`src/rtl/tri_bus_pkg.sv`:
```
// Shared types and constants for the tri-state bus arbiter and its round-robin selector.
package tri_bus_pkg;

   typedef enum logic [1:0] {
      IDLE,
      OWN,
      TA
   } state_t;

   localparam int HOLD_W        = 8;
   localparam int TA_W          = 3;
   localparam int DEF_N         = 4;
   localparam int DEF_TA_CYCLES = 1;
   localparam int DEF_MAX_HOLD  = 16;

endpackage

```
`src/rtl/tri_bus_arbiter_rr_pick.sv`:
```
// Combinational round-robin selector: first set request at or after ptr, wrapping at N-1.
module rr_pick #(
   parameter int N     = 4,
   parameter int IDX_W = $clog2(N)
) (
   input  logic [N-1:0]     req,
   input  logic [IDX_W-1:0] ptr,
   output logic             any,
   output logic [IDX_W-1:0] idx,
   output logic [N-1:0]     onehot
);

   logic [IDX_W-1:0] cand;

   // Scan from the farthest offset back toward ptr so the nearest hit wins.
   always_comb begin
      any    = |req;
      idx    = '0;
      onehot = '0;
      cand   = '0;
      for (int i = N - 1; i >= 0; i--) begin
         cand = IDX_W'((int'(ptr) + i) % N);
         if (req[cand]) begin
            idx = cand;
         end
      end
      if (any) begin
         onehot[idx] = 1'b1;
      end
   end

endmodule

```
`src/rtl/tri_bus_arbiter.sv`:
```
// Round-robin owner sequencer for a shared tri-state bus, with forced all-off turnaround between owners.
module tri_bus_arbiter
   import tri_bus_pkg::*;
#(
   parameter int N         = DEF_N,
   parameter int TA_CYCLES = DEF_TA_CYCLES,
   parameter int MAX_HOLD  = DEF_MAX_HOLD
) (
   input  logic                 clk,
   input  logic                 rst_n,
   input  logic [N-1:0]         req,
   output logic [N-1:0]         gnt,
   output logic [N-1:0]         oe,
   output logic [$clog2(N)-1:0] owner,
   output logic                 owner_valid,
   output logic                 turnaround
);

   localparam int IDX_W = $clog2(N);

   state_t            state_q, state_d;
   logic [N-1:0]      gnt_q, gnt_d;
   logic [IDX_W-1:0]  owner_q, owner_d;
   logic [IDX_W-1:0]  ptr_q, ptr_d;
   logic              valid_q, valid_d;
   logic              ta_flag_q, ta_flag_d;
   logic [HOLD_W-1:0] hold_q, hold_d;
   logic [TA_W-1:0]   ta_q, ta_d;

   logic              pick_any;
   logic [IDX_W-1:0]  pick_idx;
   logic [N-1:0]      pick_onehot;
   logic              owner_req;
   logic              other_req;
   logic              hold_max;
   logic              release_now;

   rr_pick #(
      .N     (N),
      .IDX_W (IDX_W)
   ) u_pick (
      .req    (req),
      .ptr    (ptr_q),
      .any    (pick_any),
      .idx    (pick_idx),
      .onehot (pick_onehot)
   );

   assign owner_req   = |(req & gnt_q);
   assign other_req   = |(req & ~gnt_q);
   assign hold_max    = (hold_q == HOLD_W'(MAX_HOLD));
   assign release_now = !owner_req || (hold_max && other_req);

   // One register drives both gnt and oe, so the two can never disagree.
   assign gnt         = gnt_q;
   assign oe          = gnt_q;
   assign owner       = owner_q;
   assign owner_valid = valid_q;
   assign turnaround  = ta_flag_q;

   // Next-state logic; arbitration happens from IDLE or at the end of the last turnaround cycle.
   always_comb begin
      state_d   = state_q;
      gnt_d     = gnt_q;
      owner_d   = owner_q;
      ptr_d     = ptr_q;
      valid_d   = valid_q;
      ta_flag_d = 1'b0;
      hold_d    = hold_q;
      ta_d      = ta_q;

      case (state_q)
         OWN: begin
            if (release_now) begin
               state_d   = TA;
               gnt_d     = '0;
               owner_d   = '0;
               valid_d   = 1'b0;
               ptr_d     = (owner_q == IDX_W'(N - 1)) ? '0 : owner_q + IDX_W'(1);
               ta_flag_d = 1'b1;
               ta_d      = TA_W'(1);
            end else if (hold_max) begin
               hold_d = HOLD_W'(1);
            end else begin
               hold_d = hold_q + HOLD_W'(1);
            end
         end
         TA: begin
            if (ta_q != TA_W'(TA_CYCLES)) begin
               ta_d      = ta_q + TA_W'(1);
               ta_flag_d = 1'b1;
            end else if (pick_any) begin
               state_d = OWN;
               gnt_d   = pick_onehot;
               owner_d = pick_idx;
               valid_d = 1'b1;
               hold_d  = HOLD_W'(1);
            end else begin
               state_d = IDLE;
            end
         end
         default: begin
            if (pick_any) begin
               state_d = OWN;
               gnt_d   = pick_onehot;
               owner_d = pick_idx;
               valid_d = 1'b1;
               hold_d  = HOLD_W'(1);
            end
         end
      endcase
   end

   // Asynchronous reset clears every enable at once, without waiting for a clock edge.
   always_ff @(posedge clk or negedge rst_n) begin
      if (!rst_n) begin
         state_q   <= IDLE;
         gnt_q     <= '0;
         owner_q   <= '0;
         ptr_q     <= '0;
         valid_q   <= 1'b0;
         ta_flag_q <= 1'b0;
         hold_q    <= '0;
         ta_q      <= '0;
      end else begin
         state_q   <= state_d;
         gnt_q     <= gnt_d;
         owner_q   <= owner_d;
         ptr_q     <= ptr_d;
         valid_q   <= valid_d;
         ta_flag_q <= ta_flag_d;
         hold_q    <= hold_d;
         ta_q      <= ta_d;
      end
   end

endmodule

```
`config.mk`:
```
export PLATFORM = sky130hd
export DESIGN_NAME = tri_bus_arbiter
export DESIGN_NICKNAME = d
export VERILOG_FILES = /design/src/rtl/tri_bus_pkg.sv /design/src/rtl/tri_bus_arbiter_rr_pick.sv /design/src/rtl/tri_bus_arbiter.sv
export SDC_FILE = /design/constraint.sdc
export NUM_CORES = 1
export LEC_CHECK = 0
export ABC_AREA = 1
export CORE_UTILIZATION = 49
export DETAILED_ROUTE_END_ITERATION = 8
export DONT_BUFFER_PORTS = 1
export GPL_TIMING_DRIVEN = 0
export PLACE_DENSITY_LB_ADDON = 0.3
export SLEW_MARGIN = 20
export SYNTH_ARGS = -nofsm -noshare
export SYNTH_HDL_FRONTEND = slang
export SYNTH_SLANG_ARGS = --single-unit
```
`constraint.sdc`:
```
create_clock -name clk -period 2 [get_ports clk]
set_clock_uncertainty 0.2 [all_clocks]
set_input_delay 0.6 -clock clk [delete_from_list [all_inputs] [get_ports clk]]
set_output_delay 0.6 -clock clk [all_outputs]
set_load 0.01 [all_outputs]
```
==> results of run 1 <==
[worst max-delay path, stage by stage, from the launching register on]
cell	delay, ns
sky130_fd_sc_hd__dfrtp_1	0.43
sky130_fd_sc_hd__inv_1	0.11
sky130_fd_sc_hd__ha_1	0.17
sky130_fd_sc_hd__nand3_2	0.10
sky130_fd_sc_hd__nor2_4	0.15
sky130_fd_sc_hd__nand2_4	0.08
sky130_fd_sc_hd__nand2_2	0.08
sky130_fd_sc_hd__nand2_4	0.08
sky130_fd_sc_hd__nand3_4	0.13
sky130_fd_sc_hd__inv_6	0.07
sky130_fd_sc_hd__nand2_1	0.08
sky130_fd_sc_hd__o21ai_2	0.05
[where the power goes]
part / internal (mW) / total, mW / switching (mW)
combinational: 0.480 / 1.34 / 0.862
clock: 0.0777 / 0.209 / 0.131
sequential: 0.619 / 0.797 / 0.178
total: 1.18 / 2.35 / 1.17
[registers in the layout, summed over array words and instances, names as in the netlist]
name         flops
gnt              4
turnaround       1
ptr_q            2
ta_q             3
state_q          2
owner            2
hold_q           8
owner_valid      1
[layout make-up]
class,instances,area share
buffer,5,0.0243
multi-input combinational,150,0.499
tap,44,0.0324
clock buffer,4,0.0155
inverter,38,0.0869
sequential,23,0.339
timing repair buffer,1,0.00295
[logic make-up after synthesis]
family          synth area share
simple gates               0.339
buf+inv                    0.118
compound gates            0.0937
flops                      0.359
fa+ha+maj                 0.0625
xor+xnor                  0.0273
[synthesized netlist by cell type]
library cell,number
sky130_fd_sc_hd__nand3_1,13
sky130_fd_sc_hd__buf_4,4
sky130_fd_sc_hd__buf_6,1
sky130_fd_sc_hd__or2_2,1
sky130_fd_sc_hd__nand2_4,2
sky130_fd_sc_hd__nor2_1,11
sky130_fd_sc_hd__nand4_1,2
sky130_fd_sc_hd__nand3_4,3
sky130_fd_sc_hd__o22ai_1,1
sky130_fd_sc_hd__nand2_2,3
sky130_fd_sc_hd__nor2_2,1
sky130_fd_sc_hd__nand2_1,69
sky130_fd_sc_hd__nor2_4,2
sky130_fd_sc_hd__o31ai_1,1
sky130_fd_sc_hd__ha_1,8
sky130_fd_sc_hd__nor4_1,1
sky130_fd_sc_hd__o21ai_1,5
sky130_fd_sc_hd__inv_6,1
sky130_fd_sc_hd__inv_1,37
sky130_fd_sc_hd__a21oi_1,7
sky130_fd_sc_hd__xor2_1,4
sky130_fd_sc_hd__o21ai_0,5
sky130_fd_sc_hd__nand3_2,2
sky130_fd_sc_hd__dfrtp_1,23
sky130_fd_sc_hd__o21ai_2,5
sky130_fd_sc_hd__nor3_1,2
sky130_fd_sc_hd__xnor2_1,1
sky130_fd_sc_hd__o211ai_1,1
[placed cells by master (no fill, tap or decap)]
cell	synthesis	routed
sky130_fd_sc_hd__a21oi_1	7	6
sky130_fd_sc_hd__a21oi_2	0	1
sky130_fd_sc_hd__buf_2	0	1
sky130_fd_sc_hd__buf_4	4	4
sky130_fd_sc_hd__buf_6	1	1
sky130_fd_sc_hd__clkbuf_1	0	1
sky130_fd_sc_hd__clkbuf_4	0	3
sky130_fd_sc_hd__dfrtp_1	23	23
sky130_fd_sc_hd__ha_1	8	7
sky130_fd_sc_hd__ha_2	0	1
sky130_fd_sc_hd__inv_1	37	36
sky130_fd_sc_hd__inv_2	0	1
sky130_fd_sc_hd__inv_6	1	1
sky130_fd_sc_hd__nand2_1	69	69
sky130_fd_sc_hd__nand2_2	3	3
sky130_fd_sc_hd__nand2_4	2	2
sky130_fd_sc_hd__nand3_1	13	12
sky130_fd_sc_hd__nand3_2	2	3
sky130_fd_sc_hd__nand3_4	3	3
sky130_fd_sc_hd__nand4_1	2	2
sky130_fd_sc_hd__nor2_1	11	11
sky130_fd_sc_hd__nor2_2	1	1
sky130_fd_sc_hd__nor2_4	2	2
sky130_fd_sc_hd__nor3_1	2	2
sky130_fd_sc_hd__nor4_1	1	1
sky130_fd_sc_hd__o211ai_1	1	1
sky130_fd_sc_hd__o21ai_0	5	5
sky130_fd_sc_hd__o21ai_1	5	5
sky130_fd_sc_hd__o21ai_2	5	5
sky130_fd_sc_hd__o22ai_1	1	1
sky130_fd_sc_hd__o31ai_1	1	1
sky130_fd_sc_hd__or2_2	1	1
sky130_fd_sc_hd__xnor2_1	1	1
sky130_fd_sc_hd__xor2_1	4	4
[timing repair]
item / CTS / global route
endpoints found under the hold margin: 23 / 0
hold buffers: 1 / 0
gates resized for setup: 1 / 3
gates cloned: 0 / 0
setup endpoints to repair: 5 / 14
[routing by layer]
layer,vias to the layer above,track usage
met4,0,0.0680
met1,564,0.287
met3,2,0.0306
li1,684,-
met5,-,0
met2,17,0.291
[worst max path at each step]
stage               slack [ns]        from         end
floorplan                 0.31  state_q[0]   hold_q[4]
global placement          0.08  state_q[0]   hold_q[4]
detailed placement        0.04  state_q[0]   hold_q[4]
CTS                       0.08  state_q[1]      gnt[0]
global route              0.01  state_q[0]  state_q[0]
finish                    0.18   hold_q[0]   hold_q[0]
==> impl_summary.txt, run 1 <==
----------------------------------------------------
[Timing]
  Worst slack on hold paths ... 0.0410 ns
  Worst-case headroom to the max-slew limit ... 0.660
  Endpoints failing setup ... 0
  Measured slew at the worst slew-check pin ... between 0.5 and 0.6 ns
  Ratio of final minimum period to clock period ... 0.908
  RSZ-0062 raised after global routing ... false
  Maximum operating frequency ... about 550 MHz
  Hold Fails Final Rpt ... 0
  Setup TNS ... 0 ns
  Final number of max-transition violations ... 0
  Setup ws final ... 0.184 ns
  Shortest period the worst path allows ... 1.82 ns

[Finish]
  Fraction of final layout cells sized beyond drive strength 1 ... 0.149
  Number of inserted diodes ... 0
  Final-layout fill cell count ... 308
  Multi-input gate area ... 848 um2
  Number of non-filler instances in the completed layout ... 265
  Final core area utilization ... 0.552
  Design area ... 1700 um2
  Synth-to-Final Area Change ... 6.09%
  Final #Nets ... 236
  Seq. cell area ... 576 um2

[Critical path]
  Worst reg2reg setup slack ... about 0.18 ns
  RR Endpoint ... hold_q[0]
  Worst Setup Path Type ... reg2reg
  Arrival time at the worst endpoint ... 1.82 ns
  CP startpoint kind ... register
  Reg2Reg Depth ... 11
  Worst endpoint required time ... 2.00 ns
  Crit path max fanout ... 9
  Endpoint class of the critical path ... register
  Origin of the critical flop-to-flop path ... hold_q[0]

[Route]
  Routed vias ... between 1000 and 1500
  Wire length on met3 ... roughly 69 um
  Total routed wirelength ... 2830 um
  Drt wl/cell ... ~11 um
  Violation count after the first detailed-route iteration ... 29
  Metal2 WL ... about 1300 um
  Total iterations of the first detailed-routing run ... 4
  Highest metal layer with signal wires ... met4
  Antenna viol nets, final ... 0
  DRC violation count after routing ... 0
  Routed metal-1 wire length ... 1400 um
  Vias per cell ... 4.78

[Global route]
  Sum of overflow across all layers after global routing ... 0
  Number of global-route vias before repair ... approximately 1200
  Global-route total usage across every layer ... 0.195
  Maximum number of pins on one net before global-route repair ... 24
  Number of antenna violations at the first check in global routing ... 0
  Global-route wire length before repair ... 5110 um

[Clocking]
  Clock insertion delay at the later pin of the skew report ... 0.31 ns
  Cts bufs inserted ... 3
  Clock Path Buffers ... 2
  Setup repair bufs after CTS ... 0
  Buffer type at the clock tree root ... sky130_fd_sc_hd__clkbuf_4
  CTS Sinks ... 23
  Clock slew at the register clock pins of the worst setup and hold paths ... approximately 0.13 ns
  Max H-tree Level ... 1
  CTS tree ... done

[Placed design]
  Last weighted congestion value of the routability-driven placer ... 0.824
  Post-placement setup slack ... 0.0395 ns
  Placed instance count ... 260
  Area post-placement ... 1660 um2
  Number of buffer cells added on primary ports ... 0
  Post-detail-place hpwl ... between 2000 and 2500 um

[Logic synthesis]
  Synth unique cells ... 28
  Average cell area after synthesis ... 7.41 um2
  Post-synth top area share ... 0.359
  Sequential element share of the synthesized area ... 0.359
  Number of cells produced by synthesis ... about 220
  Largest area contributor in the netlist ... sky130_fd_sc_hd__dfrtp_1
  Netlist area before placement ... 1600 um2
  Count of synthesis-stage warnings from yosys ... 0
  Number of nets in the synthesized netlist ... 230
  Leading post-synthesis cells by cell area ... sky130_fd_sc_hd__dfrtp_1 36%, sky130_fd_sc_hd__nand2_1 16%, sky130_fd_sc_hd__inv_1 8.7%, sky130_fd_sc_hd__ha_1 6.3%, sky130_fd_sc_hd__nand3_1 4.1%
  Synthesis-stage register bit count ... 23

[Floorplanning]
  Full die area ... 3500 um2
  Standard cell core area ... 3080 um2
  Rows ... 20
  Number of placed I/O pins ... 18
  Initial cell density of the core ... 0.520
  Die span in y ... 59.2 um
  Die boundary width ... 59.2 um

[Flow run]
  Maxcap violations ... 0

[Pwr]
  Static power due to leakage ... 0.880 nW
  Pwr Total ... 2.35 mW
  Worst supply voltage drop on vdd ... between 0.0008 and 0.0009 V
  Power Density ... 1380 nW/um2

[Status]
  Outcome ... complete, no violations

[Min path]
  Type of the tightest min-delay check ... in2async

----------------------------------------------------
(Power assumes the default switching activity.)
==> run 2: changes to the inputs <==
--- a/config.mk
+++ b/config.mk
@@ -8,3 +8,3 @@
 export ABC_AREA = 1
-export CORE_UTILIZATION = 49
+export CORE_UTILIZATION = 25
 export DETAILED_ROUTE_END_ITERATION = 8
--- a/constraint.sdc
+++ b/constraint.sdc
@@ -4,2 +4,2 @@
 set_output_delay 0.6 -clock clk [all_outputs]
-set_load 0.01 [all_outputs]
+set_load 0.005 [all_outputs]
==> run 2 against run 1 <==
  * Utilization shrank 26 points
  * Final cell count increased by 12%
  * Wire length rose by 10%
  * Count of clock-buffer cells in the layout decreased by 1
  * Critical path depth unchanged
==> impl_summary.txt, run 2 (synthesis gave the netlist of run 1 again) <==
----------------------------------------------------
[Timing]
  Setup TNS ... 0 ns (unchanged)
  Endpoints failing setup ... 0 (unchanged)
  Hold Fails Final Rpt ... 0 (unchanged)
  RSZ-0062 raised after global routing ... false
  Worst-case headroom to the max-slew limit ... 0.825 (+0.166)
  Final number of max-transition violations ... 0 (unchanged)
  Shortest period the worst path allows ... 1.82 ns (+0.00774 ns)
  Measured slew at the worst slew-check pin ... 0.261 ns (-0.250 ns)
  Ratio of final minimum period to clock period ... 0.912 (+0.00387)
  Maximum operating frequency ... 548 MHz (-0.42%)

[Clocking]
  Buffer type at the clock tree root ... sky130_fd_sc_hd__clkbuf_8
  Clock slew at the register clock pins of the worst setup and hold paths ... 0.09 ns (-0.04 ns)
  Clock insertion delay at the later pin of the skew report ... 0.27 ns (-0.04 ns)
  Setup repair bufs after CTS ... 0 (unchanged)
  Cts bufs inserted ... 3 (unchanged)
  Clock Path Buffers ... 2 (unchanged)
  Max H-tree Level ... 1 (unchanged)
  CTS Sinks ... 23 (unchanged)
  CTS tree ... done

[Pwr]
  Share of power burned in registers ... 0.324 (-0.015)
  Power Density ... 1350 nW/um2 (-2.2%)
  Static power due to leakage ... 0.900 nW (+2.3%)
  Switching power of the nets ... 1.17 mW (-0.13%)
  Pint ... 1.24 mW (+5.4%)
  Combinational fraction of design power ... 0.553 (-0.019)
  Sw frac ... 0.485 (-0.0135)
  Worst supply voltage drop on vdd ... 0.000384 V (-53%)
  Clock share of power ... 0.124 (+0.035)

[Floorplanning]
  Rows ... 28 (+40%)
  Number of placed I/O pins ... 18 (unchanged)
  Full die area ... 6730 um2 (+92%)
  Die boundary width ... 82.0 um (+39%)
  Standard cell core area ... 6060 um2 (+97%)
  Initial cell density of the core ... 0.264 (-0.256)
  Die span in y ... 82.0 um (+39%)

[Finish]
  Number of inserted diodes ... 0 (unchanged)
  Register with the highest flop count ... hold_q
  Max reg flops ... 8 (unchanged)
  Commonest cells after routing, fill and taps aside ... 69 x sky130_fd_sc_hd__nand2_1, 36 x sky130_fd_sc_hd__inv_1, 23 x sky130_fd_sc_hd__dfrtp_1
  Final-layout fill cell count ... 652 (+110%)
  Fraction of final layout cells sized beyond drive strength 1 ... 0.153 (+0.00383)
  Final core area utilization ... 0.294 (-0.258)
  Synth-to-Final Area Change ... 11.3%
  Most frequent standard cell in the layout excluding fill and tap cells ... sky130_fd_sc_hd__nand2_1
  Final #Nets ... 237 (+0.42%)

[Placed design]
  Last weighted congestion value of the routability-driven placer ... 0.824 (about the same)
  Number of buffer cells added on primary ports ... 0 (unchanged)
  Post-detail-place hpwl ... 2330 um (+5.4%)

[Global route]
  Number of global-route vias before repair ... 1201 (+2.9%)
  Global-route wire length before repair ... 5620 um (+9.9%)
  Global-route total usage across every layer ... 0.110 (-0.0847)
  Sum of overflow across all layers after global routing ... 0 (unchanged)
  Number of antenna violations at the first check in global routing ... 0 (unchanged)
  Maximum number of pins on one net before global-route repair ... 24 (unchanged)

[Critical path]
  CP startpoint kind ... register
  Endpoint class of the critical path ... register
  Crit path max fanout ... 9 (unchanged)
  Worst Setup Path Type ... reg2reg
  Arrival time at the worst endpoint ... 1.79 ns (-0.03 ns)
  Worst endpoint required time ... 1.96 ns (-0.04 ns)

[Flow run]
  Maxcap violations ... 0 (unchanged)

[Route]
  Antenna viol nets, final ... 0 (unchanged)
  Routed vias ... 1260 (-0.55%)
  Total routed wirelength ... 3120 um (+10%)
  Total iterations of the first detailed-routing run ... 4 (unchanged)
  Violation count after the first detailed-route iteration ... 76 (+160%)
  Vias per cell ... 4.24 (-11%)
  DRC violation count after routing ... 0 (unchanged)
  Drt wl/cell ... 10.5 um (-1.7%)

[Status]
  Outcome ... complete, no violations

[Min path]
  Type of the tightest min-delay check ... reg2reg

----------------------------------------------------
run 2: what timing repair did:
item	in CTS	in global routing
hold buffers	2	0
setup endpoints to repair	0	19
endpoints found under the hold margin	23	0
resized for setup	0	4
run 2: cell type report:
cell class / instances / area (um2) / share of cell area
multi-input cells: 150 / 848 / 0.476
flip-flops and latches: 23 / 576 / 0.323
inverters: 38 / 148 / 0.0828
well taps: 75 / 93.8 / 0.0526
clock buffers: 3 / 41.3 / 0.0232
plain buffers: 5 / 41.3 / 0.0232
repair buffers: 2 / 30.0 / 0.0168
clock inverters: 1 / 5.00 / 0.00281
run 2: final timing paths:
kind | from | end | slack (ns) | depth (start not counted)
max | hold_q[0] | hold_q[0] | 0.18 | 11
max reg2reg | hold_q[0] | hold_q[0] | 0.18 | 11
min reg2reg | state_q[1] | state_q[1] | 0.33 | 2
min | state_q[1] | state_q[1] | 0.33 | 2
max in group asynchronous | rst_n | gnt[0] | 0.90 | 2
min in group asynchronous | rst_n | ptr_q[1] | 0.55 | 2
run 2: worst max-delay path, cell delays in order, from the launching register on:
cell,delay (ns)
sky130_fd_sc_hd__dfrtp_1,0.42
sky130_fd_sc_hd__inv_1,0.11
sky130_fd_sc_hd__ha_1,0.17
sky130_fd_sc_hd__nand3_2,0.09
sky130_fd_sc_hd__nor2_4,0.16
sky130_fd_sc_hd__nand2_4,0.08
sky130_fd_sc_hd__nand2_2,0.07
sky130_fd_sc_hd__nand2_4,0.09
sky130_fd_sc_hd__nand3_4,0.13
sky130_fd_sc_hd__inv_6,0.07
sky130_fd_sc_hd__nand2_1,0.07
sky130_fd_sc_hd__o21ai_2,0.05
run 2: routing by layer:
metal,up-vias,track usage,wire (um)
met5,-,0,0
met4,0,0.0281,25
met3,4,0.0333,138
met2,14,0.164,1350
met1,560,0.153,1600
li1,682,-,-
run 2: per-stage QoR:
stage | total power [mW] | std cells | hold slack [ns] | area [um2] | setup slack (ns)
detailed placement | 2.10 | 291 | 0.105 | 1700 | 0.0599
global route | 2.72 | 297 | 0.388 | 1780 | 0.0330
finish | 2.41 | 297 | 0.335 | 1780 | 0.176
floorplan | 1.84 | 216 | 0.104 | 1600 | 0.311
global placement | 2.09 | 291 | 0.105 | 1700 | 0.0419
CTS | 2.43 | 297 | 0.340 | 1770 | 0.0373
run 2: power groups by stage:
stage / Clock, mW / Sequential [mW] / Combinational, mW
3_3_place_gp: 0 / 0.793 / 1.30
2_1_floorplan: 0 / 0.748 / 1.09
4_1_cts: 0.314 / 0.786 / 1.33
6_report: 0.298 / 0.780 / 1.33
5_1_grt: 0.340 / 0.812 / 1.57
3_5_place_dp: 0 / 0.794 / 1.31
==> run 3: changes to the inputs <==
Settings changed: CAP_MARGIN from default to 5, MAX_ROUTING_LAYER from default to met4.
==> run 3 against run 2 <==
  * Sequential power about the same
  * Highest routed layer unchanged
  * Clock power hardly changed
  * Fmax barely moved
==> impl_summary.txt, run 3 (synthesis gave the netlist of run 1 again) <==
----------------------------------------------------
[Finish]
  Final #Nets ... 237 (unchanged)
  Most frequent standard cell in the layout excluding fill and tap cells ... sky130_fd_sc_hd__nand2_1
  Fraction of final layout cells sized beyond drive strength 1 ... 0.153 (unchanged)
  Register with the highest flop count ... hold_q
  Max reg flops ... 8 (unchanged)
  Final-layout fill cell count ... 652 (unchanged)
  Number of non-filler instances in the completed layout ... 297 (unchanged)
  Commonest cells after routing, fill and taps aside ... 69 x sky130_fd_sc_hd__nand2_1, 36 x sky130_fd_sc_hd__inv_1, 23 x sky130_fd_sc_hd__dfrtp_1
  Number of inserted diodes ... 0 (unchanged)
  Synth-to-Final Area Change ... 11.3% (unchanged)

[Floorplanning]
  Rows ... 28 (unchanged)
  Die span in y ... 82.0 um (unchanged)
  Full die area ... 6730 um2 (unchanged)
  Standard cell core area ... 6060 um2 (unchanged)
  Die boundary width ... 82.0 um (unchanged)
  Number of placed I/O pins ... 18 (unchanged)
  Initial cell density of the core ... 0.264 (unchanged)

[Timing]
  Final number of max-transition violations ... 0 (unchanged)
  Endpoints failing setup ... 0 (unchanged)
  Maximum operating frequency ... 548 MHz (about the same)
  Hold Fails Final Rpt ... 0 (unchanged)
  RSZ-0062 raised after global routing ... false
  Measured slew at the worst slew-check pin ... 0.261 ns (unchanged)
  Ratio of final minimum period to clock period ... 0.912 (about the same)
  Setup TNS ... 0 ns (unchanged)
  Shortest period the worst path allows ... 1.82 ns (+0.00000300 ns)
  Worst-case headroom to the max-slew limit ... 0.825 (unchanged)

[Clocking]
  Max H-tree Level ... 1 (unchanged)
  Buffer type at the clock tree root ... sky130_fd_sc_hd__clkbuf_8
  Cts bufs inserted ... 3 (unchanged)
  Clock insertion delay at the later pin of the skew report ... 0.27 ns (about the same)
  Clock Path Buffers ... 2 (unchanged)
  Clock slew at the register clock pins of the worst setup and hold paths ... 0.09 ns (about the same)
  CTS tree ... done
  CTS Sinks ... 23 (unchanged)

[Pwr]
  Worst supply voltage drop on vdd ... 0.000384 V (+0.15%)
  Static power due to leakage ... 0.900 nW (unchanged)
  Power Density ... 1350 nW/um2 (about the same)

[Global route]
  Number of antenna violations at the first check in global routing ... 0 (unchanged)
  Global-route total usage across every layer ... 0.113 (+0.00317)
  Number of global-route vias before repair ... 1197 (-0.33%)
  Maximum number of pins on one net before global-route repair ... 24 (unchanged)
  Global-route wire length before repair ... 5620 um (+0.12%)
  Sum of overflow across all layers after global routing ... 0 (unchanged)

[Placed design]
  Last weighted congestion value of the routability-driven placer ... 0.836 (+1.5%)
  Post-detail-place hpwl ... 2330 um (unchanged)
  Number of buffer cells added on primary ports ... 0 (unchanged)
  Placed instance count ... 291 (unchanged)

[Route]
  Routed metal-1 wire length ... 1600 um (unchanged)
  DRC violation count after routing ... 0 (unchanged)
  Highest metal layer with signal wires ... met4
  Total iterations of the first detailed-routing run ... 4 (unchanged)
  Violation count after the first detailed-route iteration ... 70 (-7.9%)
  Drt wl/cell ... 10.5 um (about the same)
  Antenna viol nets, final ... 0 (unchanged)
  Wire length on met3 ... 138 um (unchanged)
  Vias per cell ... 4.24 (-0.16%)
  Metal2 WL ... 1350 um (-0.15%)
  Total routed wirelength ... 3120 um (about the same)
  Routed vias ... 1258 (-0.16%)

[Critical path]
  Sequence of cells on the critical path ... inv_1, ha_1, nand3_2, nor2_4, nand2_4, nand2_2, nand2_4, nand3_4, inv_6, nand2_1, o21ai_2
  Worst endpoint required time ... 1.97 ns (about the same)
  Number of buffers and inverters on the critical path ... 2 (unchanged)
  Arrival time at the worst endpoint ... 1.79 ns (about the same)
  Cell type group with the largest total delay on the critical path ... simple AND/OR/NAND/NOR gates
  Worst Setup Path Type ... reg2reg
  Endpoint class of the critical path ... register
  Crit path max fanout ... 9 (unchanged)
  CP most frequent cell ... sky130_fd_sc_hd__nand2_4
  Slowest stage cell on the critical path ... sky130_fd_sc_hd__dfrtp_1
  CP startpoint kind ... register
  Delay of the slowest cell on the worst path ... 0.42 ns (about the same)

[Status]
  Outcome ... complete, no violations

[Flow run]
  Maxcap violations ... 0 (unchanged)

[Min path]
  Type of the tightest min-delay check ... reg2reg

----------------------------------------------------
run 3: cell counts in the layout (fill, tap and decap cells not counted):
Identical to the previous run, type by type.
run 3: metrics by stage:
step	power (mW)	hold WS [ns]	utilization	setup slack [ns]	area, um2
2_1_floorplan	1.84	0.104	-	0.311	1600
3_3_place_gp	2.09	0.105	0.280	0.0419	1700
3_5_place_dp	2.10	0.105	0.280	0.0599	1700
4_1_cts	2.43	0.340	0.292	0.0373	1770
5_1_grt	2.72	0.388	0.294	0.0330	1780
6_report	2.41	0.335	0.294	0.176	1780
run 3: worst min-delay path, cell delays in order, from the launching register on:
cell and delay, ns:
sky130_fd_sc_hd__dfrtp_1 0.38, sky130_fd_sc_hd__nand2_1 0.06, sky130_fd_sc_hd__o21ai_1 0.06
run 3: cell type report:
type,instances,area (um2),area share
Inverter,38,148,0.0828
Multi-Input combinational cell,150,848,0.476
Clock buffer,3,41.3,0.0232
Buffer,5,41.3,0.0232
Clock inverter,1,5.00,0.00281
Sequential cell,23,576,0.323
Tap cell,75,93.8,0.0526
Timing Repair Buffer,2,30.0,0.0168
run 3: final timing paths:
| check | endpoint | slack [ns] | startpoint | cells after the start |
|---|---|---|---|---|
| min in group asynchronous | ptr_q[1] | 0.55 | rst_n | 2 |
| max in group asynchronous | gnt[0] | 0.90 | rst_n | 2 |
| max reg2reg | hold_q[0] | 0.18 | hold_q[0] | 11 |
| max | hold_q[0] | 0.18 | hold_q[0] | 11 |
| min | state_q[1] | 0.33 | state_q[1] | 2 |
| min reg2reg | state_q[1] | 0.33 | state_q[1] | 2 |
run 3: layer usage:
layer,track usage,up-vias
li1,-,682
met5,-,-
met2,0.164,14
met3,0.0333,4
met1,0.153,558
met4,0.0281,0
run 3: where the power goes:
part           internal, mW  switching, mW
registers             0.620          0.160
logic                 0.482          0.851
clock network         0.139          0.160
run 3: repair_timing:
| item | in CTS | in global routing |
|---|---|---|
| resized for setup | 0 | 4 |
| setup buffers | 0 | 0 |
| endpoints found under the hold margin | 23 | 0 |
| hold buffers | 2 | 0 |
| setup endpoints to repair | 0 | 19 |
